--- src/rtl/eh2_exu_alu_arb.sv ---
// Round-robin issue arbiter sharing one EXU ALU pipe between hardware threads.
// Optional conflict counter enabled by defining RV_ALU_ARB_PERF_EN.
module eh2_exu_alu_arb #(
  parameter int NUM_THREADS = 2,
  parameter int PKT_W       = 64
) (
  input  logic                         clk,
  input  logic                         rst_l,
  input  logic [NUM_THREADS-1:0]       req_valid,
  input  logic [NUM_THREADS*PKT_W-1:0] req_pkt,
  output logic [NUM_THREADS-1:0]       req_ready,
  input  logic [NUM_THREADS-1:0]       flush,
  input  logic [NUM_THREADS-1:0]       flush_upper,
  input  logic                         alu_stall,
  output logic                         alu_valid,
  output logic                         alu_enable,
  output logic                         alu_tid,
  output logic [PKT_W-1:0]             alu_pkt,
  output logic [15:0]                  perf_conflict_cnt
);

  // Internal datapath is always two threads wide; the unused thread is tied off.
  logic [1:0]           req_valid_s;
  logic [1:0]           flush_s;
  logic [1:0]           flush_upper_s;
  logic [2*PKT_W-1:0]   req_pkt_s;

  generate
    if (NUM_THREADS == 2) begin : g_two
      assign req_valid_s   = req_valid;
      assign flush_s       = flush;
      assign flush_upper_s = flush_upper;
      assign req_pkt_s     = req_pkt;
    end else begin : g_one
      assign req_valid_s   = {1'b0, req_valid};
      assign flush_s       = {1'b0, flush};
      assign flush_upper_s = {1'b0, flush_upper};
      assign req_pkt_s     = {{PKT_W{1'b0}}, req_pkt};
    end
  endgenerate

  logic [1:0]            buf_v_q, buf_v_d;
  logic [1:0][PKT_W-1:0] buf_pkt_q, buf_pkt_d;
  logic                  rr_ptr_q, rr_ptr_d;
  logic                  iss_v_q, iss_v_d;
  logic                  iss_tid_q, iss_tid_d;
  logic [PKT_W-1:0]      iss_pkt_q, iss_pkt_d;

  logic [1:0] kill_s, cand_s, grant_s, ready_s, acc_s;
  logic       load_s, gnt_any_s, gnt_tid_s;

  // Kill, load strobe, round-robin grant and buffer readiness.
  always_comb begin
    kill_s    = flush_s | flush_upper_s;
    cand_s    = buf_v_q & ~kill_s;
    load_s    = ~alu_stall | ~iss_v_q | kill_s[iss_tid_q];
    gnt_any_s = 1'b0;
    gnt_tid_s = 1'b0;
    case (cand_s)
      2'b11: begin
        gnt_any_s = 1'b1;
        gnt_tid_s = rr_ptr_q;
      end
      2'b01: begin
        gnt_any_s = 1'b1;
        gnt_tid_s = 1'b0;
      end
      2'b10: begin
        gnt_any_s = 1'b1;
        gnt_tid_s = 1'b1;
      end
      default: begin
        gnt_any_s = 1'b0;
        gnt_tid_s = 1'b0;
      end
    endcase
    if (gnt_any_s) begin
      grant_s = gnt_tid_s ? 2'b10 : 2'b01;
    end else begin
      grant_s = 2'b00;
    end
    ready_s = ~buf_v_q | (grant_s & {2{load_s}});
    acc_s   = req_valid_s & ready_s & ~kill_s;
  end

  // Next state for holding buffers and issue stage; kill wins over accept and stall.
  always_comb begin
    buf_v_d   = buf_v_q;
    buf_pkt_d = buf_pkt_q;
    for (int i = 0; i < 2; i++) begin
      if (kill_s[i]) begin
        buf_v_d[i] = 1'b0;
      end else if (acc_s[i]) begin
        buf_v_d[i]   = 1'b1;
        buf_pkt_d[i] = req_pkt_s[i*PKT_W +: PKT_W];
      end else if (grant_s[i] && load_s) begin
        buf_v_d[i] = 1'b0;
      end else begin
        buf_v_d[i] = buf_v_q[i];
      end
    end
    iss_v_d   = iss_v_q;
    iss_tid_d = iss_tid_q;
    iss_pkt_d = iss_pkt_q;
    rr_ptr_d  = rr_ptr_q;
    if (load_s) begin
      if (gnt_any_s) begin
        iss_v_d   = 1'b1;
        iss_tid_d = gnt_tid_s;
        iss_pkt_d = buf_pkt_q[gnt_tid_s];
        rr_ptr_d  = (NUM_THREADS == 2) ? ~gnt_tid_s : 1'b0;
      end else begin
        iss_v_d = 1'b0;
      end
    end else begin
      iss_v_d = iss_v_q;
    end
  end

  // State registers.
  always_ff @(posedge clk or negedge rst_l) begin
    if (!rst_l) begin
      buf_v_q   <= 2'b00;
      buf_pkt_q <= '0;
      rr_ptr_q  <= 1'b0;
      iss_v_q   <= 1'b0;
      iss_tid_q <= 1'b0;
      iss_pkt_q <= {PKT_W{1'b0}};
    end else begin
      buf_v_q   <= buf_v_d;
      buf_pkt_q <= buf_pkt_d;
      rr_ptr_q  <= rr_ptr_d;
      iss_v_q   <= iss_v_d;
      iss_tid_q <= iss_tid_d;
      iss_pkt_q <= iss_pkt_d;
    end
  end

  assign req_ready  = ready_s[NUM_THREADS-1:0];
  assign alu_valid  = iss_v_q;
  assign alu_tid    = iss_tid_q;
  assign alu_pkt    = iss_pkt_q;
  assign alu_enable = load_s & gnt_any_s;

`ifdef RV_ALU_ARB_PERF_EN
  logic [15:0] perf_cnt_q, perf_cnt_d;

  // Saturating count of cycles where both threads compete.
  always_comb begin
    if (cand_s[0] && cand_s[1] && (perf_cnt_q != 16'hFFFF)) begin
      perf_cnt_d = perf_cnt_q + 16'd1;
    end else begin
      perf_cnt_d = perf_cnt_q;
    end
  end

  // Conflict counter register.
  always_ff @(posedge clk or negedge rst_l) begin
    if (!rst_l) begin
      perf_cnt_q <= 16'h0000;
    end else begin
      perf_cnt_q <= perf_cnt_d;
    end
  end

  assign perf_conflict_cnt = perf_cnt_q;
`else
  assign perf_conflict_cnt = 16'h0000;
`endif

endmodule
--- config.mk ---
export PLATFORM = sky130hd
export DESIGN_NAME = eh2_exu_alu_arb
export DESIGN_NICKNAME = d
export VERILOG_FILES = /design/src/rtl/eh2_exu_alu_arb.sv
export SDC_FILE = /design/constraint.sdc
export NUM_CORES = 1
export LEC_CHECK = 0
export CAP_MARGIN = 20
export CORE_UTILIZATION = 43
export DETAILED_ROUTE_END_ITERATION = 8
export PLACE_DENSITY_LB_ADDON = 0.05
export SETUP_SLACK_MARGIN = 0.2
export SLEW_MARGIN = 20
export SYNTH_ARGS = -nofsm -noshare
export SYNTH_HDL_FRONTEND = slang
export SYNTH_SLANG_ARGS = --single-unit
--- constraint.sdc ---
create_clock -name clk -period 1.75 [get_ports clk]
set_clock_uncertainty 0.1 [all_clocks]
set_input_delay 0.2625 -clock clk [delete_from_list [all_inputs] [get_ports clk]]
set_output_delay 0.2625 -clock clk [all_outputs]
set_load 0.1 [all_outputs]
==> impl_results.html <==
<table>
<tr><th>Metric</th><th>Value</th></tr>
<tr><th colspan="2">Timing</th></tr>
<tr><td>Final period utilization</td><td>127%</td></tr>
<tr><td>Count of endpoints failing hold in the final timing report</td><td>0</td></tr>
<tr><td>Count of pins over their slew limit</td><td>0</td></tr>
<tr><td>Final worst hold slack</td><td>approximately 250 ps</td></tr>
<tr><td>Final setup fails</td><td>between 150 and 200</td></tr>
<tr><td>Post-layout min period</td><td>2230 ps</td></tr>
<tr><td>Unrepaired setup endpoints after global routing</td><td>true</td></tr>
<tr><td>Setup slack of the critical path after layout</td><td>-480 ps</td></tr>
<tr><td>Maximum clock rate</td><td>between 400 and 500 MHz</td></tr>
<tr><th colspan="2">Power and ir drop</th></tr>
<tr><td>Peak ir drop on the vdd network</td><td>998 uV</td></tr>
<tr><td>Pwr/cell area</td><td>1290 nW/um^2</td></tr>
<tr><td>Final total power</td><td>between 0.015 and 0.02 W</td></tr>
<tr><td>Leak Pwr</td><td>around 6.2 nW</td></tr>
<tr><th colspan="2">Logic synthesis</th></tr>
<tr><td>Yosys top cell by area</td><td>sky130_fd_sc_hd__dfrtp_1</td></tr>
<tr><td>Proportion of synthesized area in mux cells</td><td>18.4%</td></tr>
<tr><td>FF+latch count, synth</td><td>197</td></tr>
<tr><td>Synthesis Warnings</td><td>0</td></tr>
<tr><td>Simple-gate portion of the synthesized area</td><td>about 6%</td></tr>
<tr><td>Largest cells by area after synthesis</td><td>sky130_fd_sc_hd__dfrtp_1, sky130_fd_sc_hd__mux2_2, sky130_fd_sc_hd__a221o_1, sky130_fd_sc_hd__and2_1, sky130_fd_sc_hd__mux2_1</td></tr>
<tr><td>Post-synthesis sequential area ratio</td><td>slightly above 60%</td></tr>
<tr><td>Compound-cell area share of the yosys netlist</td><td>9.64%</td></tr>
<tr><td>Main combinational cell family by area after synthesis</td><td>multiplexers</td></tr>
<tr><td>Average size of a mapped cell</td><td>~15 um^2</td></tr>
<tr><td>Post-synthesis cell count</td><td>about 530</td></tr>
<tr><td>Share of synthesized cell area in full adder, half adder and majority cells</td><td>0%</td></tr>
<tr><td>Post-synth cell types</td><td>31</td></tr>
<tr><td>Synth Area in XOR/XNOR</td><td>0%</td></tr>
<tr><td>Netlist Area Pre-Place</td><td>7940 um^2</td></tr>
<tr><td>Area share of the leading cell type in the synthesized netlist</td><td>62.1%</td></tr>
<tr><th colspan="2">Setup path</th></tr>
<tr><td>Arrival @ worst endpoint</td><td>around 2400 ps</td></tr>
<tr><td>Startpoint type of the worst setup path</td><td>register</td></tr>
<tr><td>Worst Reg2Reg Path Length in Cells</td><td>10</td></tr>
<tr><td>Maximum fanout along the worst path</td><td>6</td></tr>
<tr><td>Critical Setup Path Class</td><td>register to register</td></tr>
<tr><td>R2R Setup Slk</td><td>-480 ps</td></tr>
<tr><td>Data required time at the worst endpoint</td><td>1960 ps</td></tr>
<tr><td>Kind of end point of the critical path</td><td>register</td></tr>
<tr><td>Start point of the critical path</td><td>rr_ptr_q</td></tr>
<tr><td>Reg-to-reg critical path startpoint</td><td>rr_ptr_q</td></tr>
<tr><th colspan="2">Cells and area</th></tr>
<tr><td>Combined area of the multi-input logic cells</td><td>about 3500 um^2</td></tr>
<tr><td>Layout area overhead</td><td>73.6%</td></tr>
<tr><td>Number of antenna diodes</td><td>0</td></tr>
<tr><td>Fraction of final layout cells with drive strength greater than 1</td><td>about half</td></tr>
<tr><td>Count of fill cells added during filler insertion</td><td>around 1,000</td></tr>
<tr><td>Most used cells in the layout excluding fill and tap cells</td><td>sky130_fd_sc_hd__dfrtp_1, sky130_fd_sc_hd__clkdlybuf4s50_1, sky130_fd_sc_hd__mux2_4</td></tr>
<tr><td>Commonest non-fill, non-tap cell in the layout</td><td>sky130_fd_sc_hd__dfrtp_1</td></tr>
<tr><td>FF/Latch Area</td><td>~5000 um^2</td></tr>
<tr><td>Number of nets in the layout</td><td>961</td></tr>
<tr><th colspan="2">Placed design</th></tr>
<tr><td>Hpwl dp</td><td>about 13,000 um</td></tr>
<tr><td>Placement Setup Slack</td><td>-624 ps</td></tr>
<tr><td>Quantity of I/O buffers inserted on ports</td><td>about 210</td></tr>
<tr><td>Final weighted congestion in routability-driven placement</td><td>between 0.7 and 0.8</td></tr>
<tr><th colspan="2">Job</th></tr>
<tr><td>Count of maximum capacitance violations</td><td>0</td></tr>
<tr><th colspan="2">Drt</th></tr>
<tr><td>Routed Antenna Nets</td><td>0</td></tr>
<tr><td>Post-detailed-route wirelength per cell</td><td>about 22 um</td></tr>
<tr><td>Final Routed Wirelength</td><td>about 23,000 um</td></tr>
<tr><td>Remaining design rule violation count</td><td>0</td></tr>
<tr><td>DR pass1 iterations</td><td>4</td></tr>
<tr><td>Count of routing violations after the opening detailed-route iteration</td><td>around 240</td></tr>
<tr><td>Mean number of vias per cell</td><td>5.37</td></tr>
<tr><td>Routed vias</td><td>approximately 5,700</td></tr>
<tr><th colspan="2">Die</th></tr>
<tr><td>Die height</td><td>about 140 um</td></tr>
<tr><td>Area of the placeable core</td><td>18,000 um^2</td></tr>
<tr><td>Die boundary width</td><td>between 100 and 150 um</td></tr>
<tr><td>Ports placed on the boundary</td><td>222</td></tr>
<tr><td># rows</td><td>about 50</td></tr>
<tr><td>Die ar.</td><td>between 15,000 and 20,000 um^2</td></tr>
<tr><td>Initial core utilization</td><td>~44%</td></tr>
<tr><th colspan="2">CTS</th></tr>
<tr><td>CTS tree</td><td>built</td></tr>
<tr><td>Deepest clock path buffer count</td><td>2</td></tr>
<tr><td>Number of buffers created by CTS</td><td>17</td></tr>
<tr><td>Sinks on the clock net</td><td>a little under 200</td></tr>
<tr><td>Clock input transition at the sequential cells of the worst setup and hold paths</td><td>80 ps</td></tr>
<tr><td>Total number of H-tree levels</td><td>4</td></tr>
<tr><td>CTS root buffer</td><td>sky130_fd_sc_hd__clkbuf_16</td></tr>
<tr><td>Clock latency of the later-clocked register in the worst-skew pair</td><td>~420 ps</td></tr>
<tr><th colspan="2">Global routing</th></tr>
<tr><td>Number of antenna violations at the first check in global routing</td><td>0</td></tr>
<tr><td>Total congestion overflow</td><td>0</td></tr>
<tr><td>Overall global routing resource usage</td><td>roughly 26%</td></tr>
<tr><td>Pin count of the biggest net entering global routing</td><td>slightly above 50</td></tr>
<tr><td>Via count of the first global-routing pass</td><td>~6,000</td></tr>
<tr><td>Wire length of the first global-routing pass</td><td>roughly 35,000 um</td></tr>
<tr><th colspan="2">Outcome</th></tr>
<tr><td>Run status</td><td>finished with violations</td></tr>
<tr><td>Failing checks</td><td>setup timing</td></tr>
<tr><th colspan="2">Hold path</th></tr>
<tr><td>Hold path startpoint</td><td>flush[0]</td></tr>
<tr><td>Class of the most critical hold timing path</td><td>primary input to register</td></tr>
<tr><td>Worst hold path stage count</td><td>2</td></tr>
</table>
## cells by family after synthesis
group | count (synthesis)
muxes | 130
DFF | 197
AOI/OAI and AO/OA | 79
and+or+nand+nor | 77
other | 1
buffers and inverters | 50
## area by class of cell
type | instances | area share (%)
sequential | 197 | 35.8
timing repair buffer | 305 | 32.5
multi-input combinational | 302 | 25.4
clock buffer | 17 | 3.09
tap | 229 | 2.08
clock inverter | 15 | 1.08
inverter | 1 | 0.0544
## report_power, final
part / total (W) / switching [W] / internal (W)
Clock: 0.00382 / 0.00181 / 0.00200
Sequential: 0.00641 / 0.000862 / 0.00554
Combinational: 0.00755 / 0.00423 / 0.00332
Total: 0.0178 / 0.00691 / 0.0109
## worst max-delay path, cell delays in order, from the launching register on
cell and delay [ps]:
sky130_fd_sc_hd__dfrtp_1 440, sky130_fd_sc_hd__nor4b_4 260, sky130_fd_sc_hd__buf_4 180, sky130_fd_sc_hd__a311oi_4 50, sky130_fd_sc_hd__buf_4 150, sky130_fd_sc_hd__buf_6 120, sky130_fd_sc_hd__buf_12 140, sky130_fd_sc_hd__buf_12 130
sky130_fd_sc_hd__buf_16 130, sky130_fd_sc_hd__and2_4 130, sky130_fd_sc_hd__a221o_1 270
## sequential cells by signal, indices dropped and copies added (netlist names)
| signal | flops |
|---|---|
| alu_tid | 1 |
| alu_pkt | 64 |
| alu_valid | 1 |
| buf_v_q | 2 |
| buf_pkt_q | 128 |
| rr_ptr_q | 1 |
## synth_stat cells, drive strengths merged
master	n
dfrtp	197
nor3b	1
o31ai	1
a311oi	1
clkbuf	15
nor2	5
conb	1
mux2	130
a31o	1
nor4b	1
buf	34
a21o	2
a21oi	5
o21bai	1
nor3	1
nand2	3
or3b	1
and3	1
a221o	63
and2	63
nand2b	1
o21ai	3
a32o	1
inv	1
o22a	1
## stage by stage
| stage | cell area, um^2 | setup TNS, ps | utilization, % | std cells |
|---|---|---|---|---|
| finish | 13800 | -58500 | 76.5 | 1066 |
| global route | 13800 | -66260 | 76.5 | 1066 |
| CTS | 13500 | -50510 | 75.0 | 1053 |
| detailed placement | 11600 | -115550 | 64.2 | 981 |
| global placement | 11600 | -111530 | 64.2 | 981 |
| floorplan | 8360 | -60510 | - | 549 |
## repair_timing
action | in CTS | in global routing
endpoints found under the hold margin | 44 | 0
gates cloned | 20 | 2
pin swaps | 65 | 9
resized for setup | 189 | 18
setup endpoints to repair | 200 | 201
setup buffers | 19 | 11
hold buffers | 1 | 0
## metal layers
layer / share of wire, % / wire, um / global-route usage [%]
met5: 0 / 0 / 0
met4: 1.6 / 387 / 7.19
met3: 5.8 / 1350 / 6.58
met2: 51 / 12000 / 43.2
met1: 42 / 9760 / 32.4
## worst paths after layout
check / endpoint
worst min-delay path: buf_v_q[0]
max in group asynchronous: alu_pkt[63]
worst max register to register: alu_pkt[28]
worst min register to register: alu_pkt[24]
min in group asynchronous: alu_pkt[60]
worst max-delay path: alu_pkt[28]
Power figures use the tool's default switching activity.
==> edit (same settings) <==
Build with the macro `RV_ALU_ARB_PERF_EN` defined.
--- a/src/rtl/eh2_exu_alu_arb.sv
+++ b/src/rtl/eh2_exu_alu_arb.sv
@@ -1,5 +1,7 @@
 // Round-robin issue arbiter sharing one EXU ALU pipe between hardware threads.
 // Optional conflict counter enabled by defining RV_ALU_ARB_PERF_EN.
+`define RV_ALU_ARB_PERF_EN
+
 module eh2_exu_alu_arb #(
   parameter int NUM_THREADS = 2,
   parameter int PKT_W       = 64
Function: changed (Yosys sat finds a counterexample within 4 cycles, from zero or initial values and one cycle with rst_l low).
==> edit against the unedited design <==
- the run still ends with setup timing left
- routed wire length is 9.0% higher
- highest routed layer unchanged
- sequential cell count grew 16
- global-route usage shrank 0.12 points
- critical endpoint is now req_ready[1]
- synthesized area increased by 8.6%
- combinational power shrank 1%
- sequential power increased by 6.4%
- design area grew 8.9%
- power up 13%
- worst setup slack got worse by 160 ps
- largest cell class unchanged
==> edit: results (changes against the unedited design) <==
[outcome]
status = finished, violations left
violations = setup timing

[critical_path]
cp_max_fo = 2  ; -4
regToRegStartpoint = alu_tid
slowest_delay_ps = 520  ; +80 ps
r2r-end = alu_pkt[23]
cp_top_family = simple AND/OR/NAND/NOR gates

[routing]
viasPerCell = 5.34  ; -0.59%
drt-wirelength-per-cell_um = 21.0  ; -4.5%

[power_and_ir_drop]
vdd_drop_max_v = 0.000906  ; -9.2%
p_int_mw = 12.8  ; +18%

[global_routing]
grt.total_usage_pct = 25.4  ; -0.12 points
grt_max_degree = 57  ; +12%
grt_pass1_wl_um = 39700  ; +12%

[clock_tree]
cts_made_buffers = 24  ; +7
clkLatencyLatePin_ps = 520  ; +100 ps

[sta]
setup_slack_ps = -636  ; -156 ps
finalSetupViolations = 208  ; +5.1%

[final_layout]
drive_gt1_share_pct = 43.9  ; -5.6 points
final.fill_count = 1196  ; +15%
num-nets-final = 1072  ; +12%

[synthesis]
netlist_top_cells_count = dfrtp_1 (213), mux2_2 (100), a221o_1 (63)
synthTopCellsByArea = dfrtp_1 (62%), mux2_2 (13%), a221o_1 (7.3%)
synth-seq-area-share_pct = 61.8  ; -0.29 points
ys_types = 43  ; +39%

[placement]
io_buffers = 221  ; +7.8%

-- edit: cell count changes after synthesis, sizes merged, moves of 5 or more --
cell	before	now
buf	34	28
clkbuf	15	5
dfrtp	197	213
nand2	3	10
nand4	0	6
nor3	1	8
nor4	0	5
xor2	0	15
-- edit: worst register-to-register path, delay by kind of cell (launching register included) --
kind	cells	cell delay [ps]
flip-flops	1	500
AO/OA/AOI/OAI	4	780
buffers and inverters	6	750
-- edit: how the worst max path moves through the flow --
stage	start	endpoint	slack, ps	depth (start not counted)
4_1_cts	rr_ptr_q	req_ready[1]	-630	5
3_5_place_dp	flush[0]	alu_pkt[10]	-590	6
3_3_place_gp	flush_upper[0]	alu_pkt[9]	-520	6
2_1_floorplan	alu_tid	alu_enable	-490	6
5_1_grt	rr_ptr_q	req_ready[1]	-690	5
6_report	rr_ptr_q	req_ready[1]	-640	5
-- edit: cell families after synthesis --
family	count (synthesis)	synth area share (%)
AOI/OAI and AO/OA	80	8.76
xor gates and xnor gates	15	1.52
adders and majority gates	1	0.145
buffers and inverters	35	2.32
DFF	213	61.8
muxes	131	17.1
and+or+nand+nor	118	8.37
-- edit: cell type report --
| class | count | share of cell area (%) |
|---|---|---|
| Clock buffer | 31 | 4.65 |
| Clock inverter | 13 | 1.47 |
| Inverter | 2 | 0.0750 |
| Multi-Input combinational cell | 345 | 23.1 |
| Sequential cell | 213 | 35.9 |
| Tap cell | 265 | 2.21 |
| Timing Repair Buffer | 348 | 32.6 |
-- edit: through the flow --
step	cell area, sq um	cells	hold WS, ps	power [mW]	util, %
floorplan	8970	593	-133	10.9	-
global placement	12600	1097	81.8	13.9	64.5
detailed placement	12600	1097	92.6	14.1	64.5
CTS	14800	1206	125	20.1	75.6
global route	15000	1217	139	20.7	76.7
finish	15000	1217	133	20.0	76.7
-- edit: routing by layer --
metal / GRT usage [%] / part of all wire, % / wire, um / vias up
met5: 0 / 0 / 0 / -
met4: 7.28 / 2.5 / 629 / 0
met3: 5.86 / 6.5 / 1670 / 41
met2: 42.4 / 50 / 12900 / 228
met1: 33.2 / 41 / 10400 / 3347
li1: - / - / - / 2877
-- edit: power groups by stage --
| stage | clock network (mW) | registers [mW] | logic, mW |
|---|---|---|---|
| after global placement | 0 | 6.84 | 7.10 |
| after global routing | 6.03 | 6.95 | 7.70 |
| after detailed placement | 0 | 6.87 | 7.19 |
| after floorplan | 0 | 9.83 | 1.10 |
| after CTS | 5.79 | 6.82 | 7.44 |
| final | 5.72 | 6.82 | 7.47 |
-- edit: what timing repair did --
item | 4_1_cts | 5_1_grt
resized for setup | 79 | 14
setup endpoints to repair | 233 | 233
pin swaps | 19 | 11
endpoints found under the hold margin | 213 | 0
hold buffers | 1 | 0
gates cloned | 16 | 3
setup buffers | 48 | 8
